## config.mk

```make
export PLATFORM = sky130hd
export DESIGN_NAME = cpu_seq_ctrl
export DESIGN_NICKNAME = d
export VERILOG_FILES = /design/src/rtl/cpu_seq_ctrl_pkg.sv /design/src/rtl/cpu_seq_ctrl_wait_cnt.sv /design/src/rtl/cpu_seq_ctrl.sv
export SDC_FILE = /design/constraint.sdc
export NUM_CORES = 1
export LEC_CHECK = 0
export BUFFER_PORTS_ARGS = -buffer_cell sky130_fd_sc_hd__buf_2
export CAP_MARGIN = 20
export CORE_ASPECT_RATIO = 0.8
export CORE_MARGIN = 4
export CORE_UTILIZATION = 49
export CTS_BUF_LIST = sky130_fd_sc_hd__clkbuf_8 sky130_fd_sc_hd__clkbuf_16
export DETAILED_ROUTE_END_ITERATION = 8
export GPL_ROUTABILITY_DRIVEN = 0
export PLACE_DENSITY = 0.75
export SETUP_SLACK_MARGIN = 0.4
export SYNTH_ARGS = -nofsm -noshare
export SYNTH_HDL_FRONTEND = slang
export SYNTH_SLANG_ARGS = --single-unit
```

## constraint.sdc

```tcl
create_clock -name clk -period 2.4 [get_ports clk]
set_clock_uncertainty 0.1 [all_clocks]
set_input_delay 0.12 -clock clk [delete_from_list [all_inputs] [get_ports clk]]
set_output_delay 0.12 -clock clk [all_outputs]
set_load 0.1 [all_outputs]
```

## src/rtl/cpu_seq_ctrl_pkg.sv

```systemverilog
// Shared definitions for the multi-cycle MIPS sequencer: state encodings and
// default timing parameters, reused by the fetch and d_mem wrappers.
package cpu_seq_ctrl_pkg;

    typedef enum logic [2:0] {
        ST_IDLE      = 3'd0,
        ST_FETCH     = 3'd1,
        ST_DECODE    = 3'd2,
        ST_EXECUTE   = 3'd3,
        ST_MEMORY    = 3'd4,
        ST_WRITEBACK = 3'd5,
        ST_FAULT     = 3'd6
    } state_t;

    localparam int EX_CYCLES_DEF   = 1;
    localparam int MEM_TIMEOUT_DEF = 8;
    localparam int CNT_W_DEF       = 16;

    // Counter widths sized to the legal parameter ranges (1..15 and 1..255).
    localparam int EX_CNT_W  = 4;
    localparam int MEM_CNT_W = 8;

endpackage

```

## src/rtl/cpu_seq_ctrl_wait_cnt.sv

```systemverilog
// Loadable down-counter with zero flag; used for EXECUTE dwell time and for
// the FETCH/MEMORY ready timeout.
module seq_wait_cnt
    import cpu_seq_ctrl_pkg::*;
#(
    parameter int W = MEM_CNT_W
) (
    input  logic         clk,
    input  logic         rst,
    input  logic         load,
    input  logic [W-1:0] load_val,
    input  logic         dec,
    output logic         zero
);

    logic [W-1:0] cnt_q;
    logic [W-1:0] cnt_d;

    always_comb begin
        // NOTE: default first so every path assigns cnt_d and no latch is inferred.
        cnt_d = cnt_q;
        if (load) begin
            cnt_d = load_val;
        end else if (dec && (cnt_q != '0)) begin
            cnt_d = cnt_q - W'(1);
        end
    end

    // NOTE: non-blocking assignment so every flop samples pre-edge values.
    always_ff @(posedge clk or posedge rst) begin
        if (rst) begin
            cnt_q <= '0;
        end else begin
            cnt_q <= cnt_d;
        end
    end

    assign zero = (cnt_q == '0);

endmodule

```

## src/rtl/cpu_seq_ctrl.sv

```systemverilog
// Multi-cycle sequencer: steps each instruction through FETCH..WRITEBACK and
// drives PC-advance, IR-load, register-write and data-memory strobes.
module cpu_seq_ctrl
    import cpu_seq_ctrl_pkg::*;
#(
    parameter int EX_CYCLES   = EX_CYCLES_DEF,
    parameter int MEM_TIMEOUT = MEM_TIMEOUT_DEF,
    parameter int CNT_W       = CNT_W_DEF
) (
    input  logic             clk,
    input  logic             rst,
    input  logic             run,
    input  logic             halt,
    input  logic             imem_ready,
    input  logic             dmem_ready,
    input  logic             is_load,
    input  logic             is_store,
    input  logic             reg_wr_req,
    output logic             imem_req,
    output logic             ir_load,
    output logic             pc_en,
    output logic             dmem_rd,
    output logic             dmem_wr,
    output logic             reg_wr_en,
    output logic             busy,
    output logic             fault,
    output logic [2:0]       state,
    output logic [CNT_W-1:0] instr_count
);

    localparam logic [EX_CNT_W-1:0]  EX_LOAD = EX_CNT_W'(EX_CYCLES - 1);
    localparam logic [MEM_CNT_W-1:0] TO_LOAD = MEM_CNT_W'(MEM_TIMEOUT - 1);

    state_t           state_q, state_d;
    logic [CNT_W-1:0] instr_count_q, instr_count_d;
    logic             ex_load, ex_dec, ex_zero;
    logic             to_load, to_dec, to_zero;

    seq_wait_cnt #(.W(EX_CNT_W)) u_ex_cnt (
        .clk      (clk),
        .rst      (rst),
        .load     (ex_load),
        .load_val (EX_LOAD),
        .dec      (ex_dec),
        .zero     (ex_zero)
    );

    seq_wait_cnt #(.W(MEM_CNT_W)) u_to_cnt (
        .clk      (clk),
        .rst      (rst),
        .load     (to_load),
        .load_val (TO_LOAD),
        .dec      (to_dec),
        .zero     (to_zero)
    );

    always_comb begin
        state_d = state_q;
        ex_load = 1'b0;
        ex_dec  = 1'b0;
        to_dec  = 1'b0;
        unique case (state_q)
            ST_IDLE:      if (run) state_d = ST_FETCH;
            ST_FETCH: begin
                // Ready is checked before the timeout so a late ready still wins.
                if (imem_ready)   state_d = ST_DECODE;
                else if (to_zero) state_d = ST_FAULT;
                else              to_dec  = 1'b1;
            end
            ST_DECODE: begin
                ex_load = 1'b1;
                state_d = ST_EXECUTE;
            end
            ST_EXECUTE: begin
                if (!ex_zero)                   ex_dec  = 1'b1;
                else if (is_load ^ is_store)    state_d = ST_MEMORY;
                else if (is_load && is_store)   state_d = ST_FAULT;
                else                            state_d = ST_WRITEBACK;
            end
            ST_MEMORY: begin
                if (dmem_ready)   state_d = ST_WRITEBACK;
                else if (to_zero) state_d = ST_FAULT;
                else              to_dec  = 1'b1;
            end
            ST_WRITEBACK: state_d = halt ? ST_IDLE : ST_FETCH;
            ST_FAULT:     state_d = ST_FAULT;
            default:      state_d = ST_FAULT;
        endcase
        // Timeout window restarts on every entry into a wait state.
        to_load = (state_d != state_q) && ((state_d == ST_FETCH) || (state_d == ST_MEMORY));
    end

    always_comb begin
        instr_count_d = instr_count_q;
        if (state_q == ST_WRITEBACK) instr_count_d = instr_count_q + CNT_W'(1);
    end

    always_ff @(posedge clk or posedge rst) begin
        if (rst) begin
            state_q       <= ST_IDLE;
            instr_count_q <= '0;
        end else begin
            state_q       <= state_d;
            instr_count_q <= instr_count_d;
        end
    end

    assign state       = state_q;
    assign instr_count = instr_count_q;
    assign imem_req    = (state_q == ST_FETCH);
    assign ir_load     = (state_q == ST_FETCH) && imem_ready;
    assign pc_en       = (state_q == ST_WRITEBACK);
    assign reg_wr_en   = (state_q == ST_WRITEBACK) && reg_wr_req && !is_store;
    assign dmem_rd     = (state_q == ST_MEMORY) && is_load;
    assign dmem_wr     = (state_q == ST_MEMORY) && is_store;
    assign busy        = (state_q != ST_IDLE) && (state_q != ST_FAULT);
    assign fault       = (state_q == ST_FAULT);

endmodule

```

# After elaboration in Yosys (flattened, before gate mapping)
# Cells that the tools add are included.
dict set report word_totals {
  out_inout_bits 27
  input_bits 9
  register_bits 31
  word_cells 58
}
dict set report op_classes {
  n_bitwise 1
  eq_ne 10
  n_addsub 3
  mux 20
  n_reduce_logical 20
}
# op count
set ops {}
lappend ops {{$pmux W3 S6} 1}
lappend ops {{$add A16 B1 Y16 const B} 1}
lappend ops {{$mux W8} 2}
lappend ops {{$mux W3} 5}
lappend ops {{$eq A3 B3 Y1 const B} 4}
lappend ops {{$logic_and A1 B1 Y1} 10}
lappend ops {{$logic_not A8 Y1} 1}
lappend ops {{$mux W4} 2}
lappend ops {{$reduce_bool A8 Y1} 1}
lappend ops {{$sub A8 B1 Y8 const B} 1}
lappend ops {{$mux W1} 7}
lappend ops {{$eq A3 B1 Y1 const B} 2}
lappend ops {{$eq A3 B2 Y1 const B} 2}
lappend ops {{$logic_not A4 Y1} 1}
lappend ops {{$mux W2} 2}
lappend ops {{$reduce_bool A2 Y1} 2}
lappend ops {{$reduce_bool A4 Y1} 1}
lappend ops {{$sub A4 B1 Y4 const B} 1}
lappend ops {{$logic_not A3 Y1} 1}
lappend ops {{$ne A3 B3 Y1} 1}
lappend ops {{$ne A3 B3 Y1 const B} 1}
lappend ops {{$reduce_bool A3 Y1} 1}
lappend ops {{$pmux W1 S2} 1}
lappend ops {{$logic_not A1 Y1} 1}
lappend ops {{other kinds (2)} 2}

# Longest topological paths before layout
# Gate-level depths: netlist (run 1).
dict set report logic_depth {
  word_depth 9
  depth_mapped 7
  mapped_depth_nobuf 7
}

# Cells and area by module
# From an unflattened synthesis (run 1), not the netlist that was laid out.
dict set report hier_totals {
  cells_unflattened 199
  area_unflattened_um2 1931.9
}
# mod n_inst cells_per_inst area_per_inst_um2
set by_module_without_submodules {}
lappend by_module_without_submodules {cpu_seq_ctrl 1 118 1174.9}
lappend by_module_without_submodules {{seq_wait_cnt at u_to_cnt} 1 53 495.5}
lappend by_module_without_submodules {{seq_wait_cnt at u_ex_cnt} 1 28 261.5}

# Worst setup path after synthesis (run 1)
# Ideal clock, no wire load.
dict set report synth_timing {
  kind {reg-to-output}
  start {reg state_q[0] (netlist: state[0])}
  end {out reg_wr_en}
  path_buffers 1
  arrival_time_ns 3.838
  stages_incl_launch_ff 5
  path_slack_ns -1.658
  path_cell_list {dfrtp_1 -> buf_2 -> nor2b_1 -> nand2_1 -> nor3b_1}
}
dict set report synth_between {
  elab_chain_len 3
}
# item line_no
set synth_rtl {}
lappend synth_rtl {{start: declaration} cpu_seq_ctrl.sv:34} ;# state_t state_q, state_d;
lappend synth_rtl {{start signal: assignment} cpu_seq_ctrl.sv:103} ;# state_q <= state_d;
lappend synth_rtl {{$eq A3 B3 Y1} cpu_seq_ctrl.sv:113} ;# assign reg_wr_en = (state_q == ST_WRITEBACK) && reg_wr_req && !is_store;
lappend synth_rtl {{$logic_and A1 B1 Y1 (2 in a row)} cpu_seq_ctrl.sv:113}
lappend synth_rtl {{end: declaration} cpu_seq_ctrl.sv:24} ;# output logic reg_wr_en,
# Every way passes these cells.

# Worst setup path in the final report (run 1)
dict set report layout_timing {
  start {reg u_to_cnt.cnt_q[0]}
  end {reg u_to_cnt.cnt_q[2]}
}
dict set report layout_between {
  elab_chain_len 8
  elab_cells_between_ends 20
  classes_between {add/sub (1); eq/ne (3); mux (10); reduce/logical (6)}
}
# item line_no
set layout_rtl {}
lappend layout_rtl {{start: declaration} cpu_seq_ctrl_wait_cnt.sv:16} ;# logic [W-1:0] cnt_q;
lappend layout_rtl {{start signal: assignment} cpu_seq_ctrl_wait_cnt.sv:34} ;# cnt_q <= cnt_d;
lappend layout_rtl {{$logic_not A8 Y1 (*)} cpu_seq_ctrl_wait_cnt.sv:38} ;# assign zero = (cnt_q == '0);
lappend layout_rtl {{$mux W3 (*)} {cpu_seq_ctrl.sv:67, cpu_seq_ctrl.sv:82}}
lappend layout_rtl {{$mux W3, on equally long branches} {cpu_seq_ctrl.sv:81, cpu_seq_ctrl.sv:66}}
lappend layout_rtl {{$pmux W3 S6 (*)} cpu_seq_ctrl.sv:62} ;# unique case (state_q)
lappend layout_rtl {{named net state_d[0]} cpu_seq_ctrl.sv:34}
lappend layout_rtl {{$eq A3 B1 Y1 or $eq A3 B3 Y1 (tied branches)} cpu_seq_ctrl.sv:90} ;# to_load = (state_d != state_q) && ((state_d == ST_FETCH) || (state_d == ST_MEMORY));
lappend layout_rtl {{$logic_or A1 B1 Y1} cpu_seq_ctrl.sv:90}
lappend layout_rtl {{$logic_and A1 B1 Y1 (*)} cpu_seq_ctrl.sv:90}
lappend layout_rtl {{$mux W8 or $reduce_bool A2 Y1 (tied branches)} n/a}
# Mark *: on every way through the listed nets, which the timed path passes. The rest lies on a longest branch. The select of a mux whose other input is x is not followed.
# A chain may end at the register's enable or synchronous reset.

==> results of run 1 <==
==> metal layers <==
layer / GRT usage / wire length [µm] / vias to the layer above
met5: 0 / 0 / -
met3: 0.04894 / 183 / 17
met2: 0.3542 / 2292 / 39
met1: 0.2656 / 1860 / 750
met4: 0.1168 / 138 / 0
li1: - / - / 718
==> cells by family after synthesis <==
group,Yosys count,synth area share
AND/OR/NAND/NOR,79,0.2860
flip-flops,31,0.4467
XOR/XNOR,20,0.1009
AO/OA/AOI/OAI,18,0.07997
buffers and inverters,14,0.03170
adder cells (fa/ha/maj),4,0.02882
multiplexers,3,0.02593
==> where the power goes <==
part           leakage, nW  internal, mW  switching [mW]
Clock               0.0612         0.335           0.195
Combinational        0.670       0.00985          0.0179
Sequential           0.401         0.522               0
==> registers in the layout, indices dropped and copies added (netlist names) <==
name            flops
state               3
u_to_cnt.cnt_q      8
instr_count        16
u_ex_cnt.cnt_q      4
==> how the worst max path moves through the flow <==
stage | start | slack, ps | endpoint | depth (start not counted)
final | u_to_cnt.cnt_q[0] | 90 | u_to_cnt.cnt_q[2] | 7
after global routing | u_to_cnt.cnt_q[1] | 30 | u_to_cnt.cnt_q[2] | 7
after CTS | u_to_cnt.cnt_q[1] | 100 | u_to_cnt.cnt_q[2] | 7
after detailed placement | u_to_cnt.cnt_q[1] | -20 | u_to_cnt.cnt_q[2] | 7
after global placement | u_to_cnt.cnt_q[1] | 90 | u_to_cnt.cnt_q[2] | 7
after floorplan | u_ex_cnt.cnt_q[0] | 80 | u_to_cnt.cnt_q[2] | 7
==> worst reg2reg max path: cells and delay by family (launching register included) <==
family          cells  cell delay (ps)
simple gates        3             1140
flops               1              400
mux                 1              220
fa+ha+maj           1              130
compound gates      1              110
buf+inv             1               90
==> layout make-up <==
class	instances	area share
clock buffers	6	0.03404
clock inverters	2	0.01444
inverters	11	0.02011
multi-input cells	124	0.4327
flip-flops and latches	31	0.3290
well taps	42	0.02166
repair buffers	57	0.1480
==> layout by cell type, fill, tap and decap left out, types with 3 or more instances in the layout <==
master | Yosys | layout
and3_1 | 4 | 3
buf_2 | 2 | 30
buf_4 | 0 | 22
clkbuf_4 | 0 | 3
clkbuf_8 | 0 | 6
dfrtp_1 | 31 | 19
dfrtp_2 | 0 | 9
dfrtp_4 | 0 | 3
ha_4 | 0 | 3
inv_1 | 11 | 4
inv_2 | 0 | 5
nand2_1 | 11 | 10
nand2b_1 | 3 | 3
nand3_1 | 10 | 10
nand4_1 | 3 | 3
nor2_1 | 11 | 9
nor3_1 | 3 | 3
nor3b_4 | 0 | 6
nor4_1 | 4 | 3
o21ai_0 | 3 | 3
xnor2_1 | 16 | 16
xor2_1 | 4 | 4
==> what timing repair did <==
item                                   in CTS  in global routing
pin swaps                                   8                  5
gates cloned                                0                  0
hold buffers                                1                  0
setup endpoints to repair                  10                 12
buffers inserted                           15                  2
endpoints found under the hold margin      31                  0
gates resized for setup                    21                  6
==> stage by stage <==
step	instances	power, mW	util	instance area, µm²	TNS [ps]
after floorplan	169	0.5440	-	1861	0
after global placement	247	0.5570	0.6082	2082	0
after detailed placement	247	0.5582	0.6082	2082	-21.98
after CTS	271	1.093	0.7007	2399	0
after global routing	273	1.117	0.7087	2426	0
final	273	1.081	0.7087	2426	0
==> summary.md, run 1 <==
| Metric | Value |
|---|---|
| Power density over cell area | `445.5 nW/µm²` |
| Slew Limit Fails | `0` |
| CTS Root Cell | `clkbuf_8` |
| Max VDD drop | `0.5187 mV` |
| Worst-case clock buffer depth | `2` |
| Crit path capture type | `register` |
| Hold path depth | `2` |
| Area leader, netlist | `dfrtp_1` |
| Avg WL per Cell | `16.39 µm` |
| Vias | `1524` |
| Slowest stage cell, crit path | `or4_4` |
| Worst-path clk slew | `70 ps` |
| Share of the synthesized area in the top cell type | `0.4467` |
| Worst EP required | `approximately 2500 ps` |
| Starting density of the core | `0.5073` |
| HPWL Detailed | `2933 µm` |
| DRC | `0` |
| YS warnings | `0` |
| Global-route wire length before repair | `7300 µm` |
| Die area | `4567 µm²` |
| Highest clock rate | `between 0.4 and 0.5 GHz` |
| Gate Count Post-Synth | `169` |
| IO buf count | `35` |
| Clk Latency, worst-skew pair | `280 ps` |
| Status | `finished clean` |
| Max FO, Critical Path | `3` |
| Chip width | `74.56 µm` |
| Synth top area cells | `dfrtp_1 (45%), xnor2_1 (8.1%), ha_1 (2.9%)` |
| CP top delay family | `simple AND/OR/NAND/NOR gates` |
| Vias per inst | `5.582` |
| Worst r2r path cells | `7` |
| Worst-Margin Slew | `490.0 ps` |
| DRT iter0 DRCs | `between 50 and 60` |
| Initial antenna violation count | `0` |
| Worst relative slew slack | `0.6756` |
| Synth unique cells | `slightly below 50` |
| Register area | `798.3 µm²` |
| Worst r2r src | `u_to_cnt.cnt_q[0]` |
| Syn nets | `roughly 180` |
| First-pass iteration count of the detailed router | `4` |
| Final worst-path cycle share | `0.9636` |
| FP Rows | `19` |
| Syn Area/Cell | `10.28 µm²` |
| FF+latch count, synth | `31` |
| Hold WS | `31.55 ps` |
| Standby leakage power | `1.132 nW` |
| Post-synthesis cell area | `around 1700 µm²` |
| DRT antenna net count | `0` |
| Critical path arrival | `~2400 ps` |
| Origin of the worst min-delay path | `imem_ready` |
| Cell with the most instances after synthesis | `dfrtp_1` |
| WP buf/inv | `1` |
| TritonCTS Sinks | `31` |
| Endpoint, Worst Hold | `state[2]` |
| Die Y | `between 60 and 70 µm` |
| Largest net degree at the start of global routing | `32` |
| Worst r2r dst | `u_to_cnt.cnt_q[2]` |
| Setup WS post-layout | `~87 ps` |
| Async set-reset flop share out of synthesis | `1.000` |
| Hold WC Path Type | `in -> reg` |
| Layout fillers | `252` |
| Routed WL | `4474 µm` |
| Fraction of layout cells with a size suffix above 1 | `0.4935` |
| Dpl ws | `-21.98 ps` |
| Crit Path Class | `reg -> reg` |
| Core box area | `3423 µm²` |
| Diode count | `0` |
| Cell breakdown of the critical path | `inv_2, ha_4, nor3b_4, a211oi_2, or4_4, mux2i_4, or3b_1` |
| Total GRT Usage | `0.2153` |
| Final Setup Violations | `0` |
| Overflow after GRT | `0` |
| Final net count | `243` |
| Crit path largest cell delay | `570 ps` |
| R2R setup slack | `90 ps` |
| Kind of start point of the critical path | `register` |
| H-Tree Depth | `2` |
| CTS tree | `built` |
| Post-synth EDFFs | `0` |
| Min Clock Period, post-route | `2313 ps` |
| Vias in the first global route | `1558` |
| I/O pins | `36` |
| Unrepaired setup endpoints after global routing | `true` |
| Most used DFF post-synth | `dfrtp_1` |
| Register area share after synthesis | `0.4467` |
| Max-Cap Viols | `0` |
| Final Hold Vio Count | `0` |
| Layout area overhead | `39.70%` |
| Commonest cells post-synth | `dfrtp_1 (31), xnor2_1 (16), inv_1 (11), nand2_1 (11), nor2_1 (11)` |
| Area of the multi-input gates | `1050 µm²` |
| Total CTS buffers | `5` |
No activity file was read; power rests on OpenSTA's default activity.
==> inputs of run 2 (changes only) <==
--- a/config.mk
+++ b/config.mk
@@ -16,4 +16,5 @@
 export PLACE_DENSITY = 0.75
 export SETUP_SLACK_MARGIN = 0.4
+export SLEW_MARGIN = 15
 export SYNTH_ARGS = -nofsm -noshare
 export SYNTH_HDL_FRONTEND = slang
==> constraint.sdc (replaced) <==
create_clock -name clk -period 2.4 [get_ports clk]
set_clock_uncertainty 0.1 [all_clocks]
set_input_delay 0.36 -clock clk [delete_from_list [all_inputs] [get_ports clk]]
set_output_delay 0.36 -clock clk [all_outputs]
set_load 0.1 [all_outputs]
==> summary.md, run 2 (same netlist as run 1, synthesis figures left out) <==
| Metric | Value |
|---|---|
| Layout area overhead | `58.36% (was 39.70%)` |
| Commonest non-fill, non-tap cell in the layout | `buf_4 (was buf_2)` |
| WP buf/inv | `1 (unchanged)` |
| Largest net degree at the start of global routing | `32 (unchanged)` |
| Vias in the first global route | `1616 (was 1558)` |
| Total GRT Usage | `0.2172 (was 0.2153)` |
| Global-route wire length before repair | `7334 µm (was 7300 µm)` |
| CTS Root Cell | `clkbuf_8 (unchanged)` |
| Worst r2r dst | `u_to_cnt.cnt_q[2] (unchanged)` |
| Power density over cell area | `393.7 nW/µm² (was 445.5 nW/µm²)` |
| Hold WC Path Type | `in -> async (was in -> reg)` |
| Setup WS post-layout | `84.97 ps (was 87.37 ps)` |
| Highest clock rate | `0.4320 GHz (was 0.4324 GHz)` |
| Worst-case clock buffer depth | `2 (unchanged)` |
| Fraction of layout cells with a size suffix above 1 | `0.5635 (was 0.4935)` |
| Vias per inst | `5.721 (was 5.582)` |
| Starting density of the core | `0.5073 (unchanged)` |
| Worst EP required | `2450 ps (was 2460 ps)` |
| Final Setup Violations | `0 (unchanged)` |
| Worst relative slew slack | `0.6726 (was 0.6756)` |
| CTS tree | `built (unchanged)` |
| Worst r2r src | `state[2] (was u_to_cnt.cnt_q[0])` |
| Stages on worst setup path | `6 (was 7)` |
| Worst r2r path cells | `6 (was 7)` |
| Crit path capture type | `register (unchanged)` |
| Critical path arrival | `2370 ps (about the same)` |
| Final setup TNS | `0 ps (unchanged)` |
| Final worst-path cycle share | `0.9646 (was 0.9636)` |
| IO buf count | `35 (unchanged)` |
| Avg WL per Cell | `18.19 µm (was 16.39 µm)` |
| Max-Cap Viols | `0 (unchanged)` |
| TritonCTS Sinks | `31 (unchanged)` |
| Most frequent cells in the layout | `buf_4 (29), buf_2 (27), dfrtp_1 (20) (was buf_2 (30), buf_4 (22), dfrtp_1 (19))` |
| Max VDD drop | `0.3513 mV (was 0.5187 mV)` |
| DRT iter0 DRCs | `77 (was 58)` |
| First-pass iteration count of the detailed router | `4 (unchanged)` |
| Total CTS buffers | `5 (unchanged)` |
| Max FO, Critical Path | `4 (was 3)` |
| Slowest stage cell, crit path | `or4_4 (unchanged)` |
| Dpl ws | `49.54 ps (was -21.98 ps)` |
| Kind of start point of the critical path | `register (unchanged)` |
| Chip width | `74.56 µm (unchanged)` |
| Overflow after GRT | `0 (unchanged)` |
| Final Hold Vio Count | `0 (unchanged)` |
| CP top delay family | `simple AND/OR/NAND/NOR gates (unchanged)` |
| Routed WL | `5349 µm (was 4474 µm)` |
| DRT antenna net count | `0 (unchanged)` |
| HPWL Detailed | `2744 µm (was 2933 µm)` |
| Unrepaired setup endpoints after global routing | `true (unchanged)` |
| Final net count | `264 (was 243)` |
| Diode count | `0 (unchanged)` |
| Vias | `1682 (was 1524)` |
| Cell breakdown of the critical path | `buf_6, nor2b_1, a21boi_0, or4_4, mux2i_4, or3b_1 (was inv_2, ha_4, nor3b_4, a211oi_2, or4_4, mux2i_4, or3b_1)` |
| DRC | `0 (unchanged)` |
| H-Tree Depth | `2 (unchanged)` |
| Slew Limit Fails | `0 (unchanged)` |
| I/O pins | `36 (unchanged)` |
| FP Rows | `19 (unchanged)` |
| Standby leakage power | `1.262 nW (was 1.132 nW)` |
| Worst-path clk slew | `60 ps (was 70 ps)` |
| Crit Path Class | `reg -> reg (unchanged)` |
| Min Clock Period, post-route | `2315 ps (was 2313 ps)` |
| Core box area | `3423 µm² (unchanged)` |
| Initial antenna violation count | `0 (unchanged)` |
| Clk Latency, worst-skew pair | `280 ps (about the same)` |
| Layout fillers | `203 (was 252)` |
| Largest register FFs | `16 (unchanged)` |
| Worst-Margin Slew | `494.5 ps (was 490.0 ps)` |
| Status | `finished clean (unchanged)` |
| R2R setup slack | `80 ps (was 90 ps)` |
| Crit path largest cell delay | `570 ps (about the same)` |
| Die area | `4567 µm² (unchanged)` |
| Die Y | `61.25 µm (unchanged)` |
-- run 2: cell types whose count changed in the layout (fill, tap and decap cells not counted), sizes merged --
cell         before  now
buf              53   78
dlygate4sd3       1    0
clkbuf            9    6
-- run 2: final cells by class --
class / count / area [µm²] / area share
multi-input cells: 124 / 1084 / 0.3940
flip-flops and latches: 31 / 797.0 / 0.2898
repair buffers: 78 / 648.1 / 0.2357
clock buffers: 6 / 82.58 / 0.03003
well taps: 42 / 52.55 / 0.01911
inverters: 11 / 51.30 / 0.01865
clock inverters: 2 / 35.03 / 0.01274
-- run 2: power by group --
group,internal (mW),switching (mW)
sequential,0.522,0
combinational,0.00822,0.0188
clock,0.336,0.198
-- run 2: what timing repair did --
item                       in CTS  in global routing
pin swaps                       3                 13
gates resized for setup        41                 39
hold buffers                    0                  0
setup endpoints to repair      16                 21
buffers inserted               27                 11
-- run 2: worst reg2reg max path, stage by stage (launching register included) --
cell	delay, ps
dfrtp_4	510
buf_6	140
nor2b_1	140
a21boi_0	130
or4_4	570
mux2i_4	220
or3b_1	370
-- run 2: how the worst max path moves through the flow --
stage	slack (ps)	to	start
global placement	130	u_to_cnt.cnt_q[2]	u_ex_cnt.cnt_q[0]
floorplan	50	reg_wr_en	state[0]
global route	20	u_to_cnt.cnt_q[2]	u_to_cnt.cnt_q[0]
CTS	130	u_to_cnt.cnt_q[2]	u_ex_cnt.cnt_q[0]
finish	80	u_to_cnt.cnt_q[2]	state[2]
detailed placement	50	u_to_cnt.cnt_q[2]	u_ex_cnt.cnt_q[0]
-- run 2: stage by stage --
step | instance area [µm²] | hold slack [ps] | total power, mW | std cells | utilization
floorplan | 1832 | 353.7 | 0.5434 | 169 | -
global placement | 2061 | 347.6 | 0.5562 | 248 | 0.6020
detailed placement | 2061 | 356.2 | 0.5573 | 248 | 0.6020
CTS | 2510 | 53.87 | 1.088 | 283 | 0.7332
global route | 2750 | 83.88 | 1.122 | 294 | 0.8034
finish | 2750 | 49.15 | 1.083 | 294 | 0.8034
-- run 2: layer usage --
layer / share of wire / track usage
met4: 0.024 / 0.09645
met3: 0.041 / 0.05057
met1: 0.40 / 0.2294
met2: 0.54 / 0.4143
met5: 0 / 0
==> inputs of run 3 (changes only) <==
- MAX_ROUTING_LAYER: not set -> met4
==> summary.md, run 3 (same netlist as run 1, synthesis figures left out) <==
| Metric | Value |
|---|---|
| Final Setup Violations | `0 (unchanged)` |
| Slowest stage cell, crit path | `or4_4 (unchanged)` |
| Stages on worst setup path | `6 (unchanged)` |
| Min Clock Period, post-route | `2313 ps (was 2315 ps)` |
| Worst relative slew slack | `0.6655 (was 0.6726)` |
| Top Layer Used | `met4 (unchanged)` |
| Sw power | `0.2215 mW (was 0.2166 mW)` |
| Highest clock rate | `0.4324 GHz (was 0.4320 GHz)` |
| DRT iter0 DRCs | `113 (was 77)` |
| Fraction of layout cells with a size suffix above 1 | `0.5618 (was 0.5635)` |
| Worst EP required | `2460 ps (was 2450 ps)` |
| Vias in the first global route | `1615 (was 1616)` |
| Commonest non-fill, non-tap cell in the layout | `buf_4 (unchanged)` |
| Internal Pwr Total | `0.8661 mW (about the same)` |
| Power density over cell area | `396.6 nW/µm² (was 393.7 nW/µm²)` |
| Crit path capture type | `register (unchanged)` |
| FP Rows | `19 (unchanged)` |
| Critical path arrival | `2370 ps (about the same)` |
| CP top delay family | `simple AND/OR/NAND/NOR gates (unchanged)` |
| Sw Ratio | `0.2037 (was 0.2000)` |
| H-Tree Depth | `2 (unchanged)` |
| Final worst-path cycle share | `0.9637 (was 0.9646)` |
| Diode count | `0 (unchanged)` |
| HPWL Detailed | `2744 µm (unchanged)` |
| Total GRT Usage | `0.2246 (was 0.2172)` |
| Max VDD drop | `0.3767 mV (was 0.3513 mV)` |
| Fin area | `2743 µm² (was 2750 µm²)` |
| Kind of start point of the critical path | `register (unchanged)` |
| Combinational Power Share | `0.025 (about the same)` |
| Die area | `4567 µm² (unchanged)` |
| Standby leakage power | `1.258 nW (was 1.262 nW)` |
| Worst-path clk slew | `70 ps (was 60 ps)` |
| Dpl ws | `49.54 ps (unchanged)` |
| Overflow after GRT | `0 (unchanged)` |
| Largest net degree at the start of global routing | `32 (unchanged)` |
| CTS tree | `built (unchanged)` |
| Final net count | `263 (was 264)` |
| Max-Cap Viols | `0 (unchanged)` |
| WP buf/inv | `1 (unchanged)` |
| Routed WL | `5651 µm (was 5349 µm)` |
| Avg WL per Cell | `19.29 µm (was 18.19 µm)` |
| Metal3 WL | `295 µm (was 221 µm)` |
| TritonCTS Sinks | `31 (unchanged)` |
| Vias per inst | `5.836 (was 5.721)` |
| DRT antenna net count | `0 (unchanged)` |
| Area of the multi-input gates | `1084 µm² (unchanged)` |
| Layout fillers | `197 (was 203)` |
| Chip width | `74.56 µm (unchanged)` |
| Worst-Margin Slew | `505.3 ps (was 494.5 ps)` |
| Hold WC Path Type | `in -> async (unchanged)` |
| IO buf count | `35 (unchanged)` |
| Largest register FFs | `16 (unchanged)` |
| Dpl cell area | `2061 µm² (unchanged)` |
| Core box area | `3423 µm² (unchanged)` |
| WL met2 | `3038 µm (was 2870 µm)` |
| Total CTS buffers | `5 (unchanged)` |
| Final setup TNS | `0 ps (unchanged)` |
| Vias | `1710 (was 1682)` |
| CTS Root Cell | `clkbuf_8 (unchanged)` |
| Final Hold Vio Count | `0 (unchanged)` |
| Die Y | `61.25 µm (unchanged)` |
| Worst r2r path cells | `6 (unchanged)` |
| Cell breakdown of the critical path | `buf_6, nor2b_1, a21boi_0, or4_4, mux2i_4, or3b_1 (unchanged)` |
| Status | `finished clean (unchanged)` |
| Register area | `797.0 µm² (unchanged)` |
| Slew Limit Fails | `0 (unchanged)` |
| DRT met1 WL | `2161 µm (was 2128 µm)` |
| Worst-case clock buffer depth | `2 (unchanged)` |
| Crit Path Class | `reg -> reg (unchanged)` |
| Initial antenna violation count | `0 (unchanged)` |
| Final core occ | `0.8012 (was 0.8034)` |
| Global-route wire length before repair | `7334 µm (unchanged)` |
| Crit path largest cell delay | `570 ps (about the same)` |
| I/O pins | `36 (unchanged)` |
| Unrepaired setup endpoints after global routing | `true (unchanged)` |
| Max FO, Critical Path | `4 (unchanged)` |
| Clk Latency, worst-skew pair | `280 ps (about the same)` |
| Starting density of the core | `0.5073 (unchanged)` |
| First-pass iteration count of the detailed router | `4 (unchanged)` |
| Layout area overhead | `57.93% (was 58.36%)` |
| Clock share of power | `0.495 (was 0.493)` |
| DRC | `0 (unchanged)` |
| Setup WS post-layout | `87.09 ps (was 84.97 ps)` |
| Seq pwr share | `0.480 (was 0.482)` |
| Most frequent cells in the layout | `buf_4 (28), buf_2 (27), dfrtp_1 (20) (was buf_4 (29), buf_2 (27), dfrtp_1 (20))` |
==> run 3: cell count changes in the layout (fill, tap and decap cells not counted), sizes merged <==
cell  previous run  this run
buf             78        77
==> run 3: timing repair <==
action	CTS	global route
pin swaps	3	12
endpoints found under the hold margin	0	0
hold buffers	0	0
endpoints found under the setup margin	16	22
cloned	0	0
setup buffers	27	10
gates resized for setup	41	39
==> run 3: worst paths after layout <==
path / startpoint / end / slack (ps)
worst max-delay path: state[2] / u_to_cnt.cnt_q[2] / 90
worst min-delay path: rst / instr_count[10] / 40
worst max register to register: state[2] / u_to_cnt.cnt_q[2] / 90
worst min register to register: instr_count[7] / instr_count[7] / 370
max in group asynchronous: rst / state[0] / 1840
min in group clk: imem_ready / state[2] / 300
==> run 3: worst register-to-register path: cells and delay by family (launching register included) <==
kind / cells / cell delay [ps]
compound gates: 1 / 130
buf+inv: 1 / 140
mux: 1 / 230
flops: 1 / 510
simple gates: 3 / 1090
==> run 3: metrics by stage <==
stage               hold slack, ps  cells  total power [mW]
finish                       44.99    293             1.088
global route                 76.64    293             1.126
CTS                          53.87    283             1.088
detailed placement           356.2    248            0.5573
global placement             347.6    248            0.5562
floorplan                    353.7    169            0.5434
==> run 3: routing by layer <==
metal,vias up,track usage
met1,849,0.2304
met2,76,0.4143
li1,767,-
met5,-,-
met3,18,0.05057
met4,0,0.09645
==> run 3: area by class of cell <==
type                            count  share of cell area
Clock buffer                        6             0.03011
Clock inverter                      2             0.01277
Inverter                           11             0.01870
Multi-Input combinational cell    124              0.3951
Sequential cell                    31              0.2906
Tap cell                           42             0.01916
Timing Repair Buffer               77              0.2336
==> run 3: power groups by stage <==
stage | combinational, mW | clock (mW) | sequential (mW)
after floorplan | 0.0111 | 0 | 0.532
after global placement | 0.0239 | 0 | 0.532
after detailed placement | 0.0250 | 0 | 0.532
after CTS | 0.0257 | 0.540 | 0.522
after global routing | 0.0299 | 0.574 | 0.522
final | 0.0270 | 0.539 | 0.522
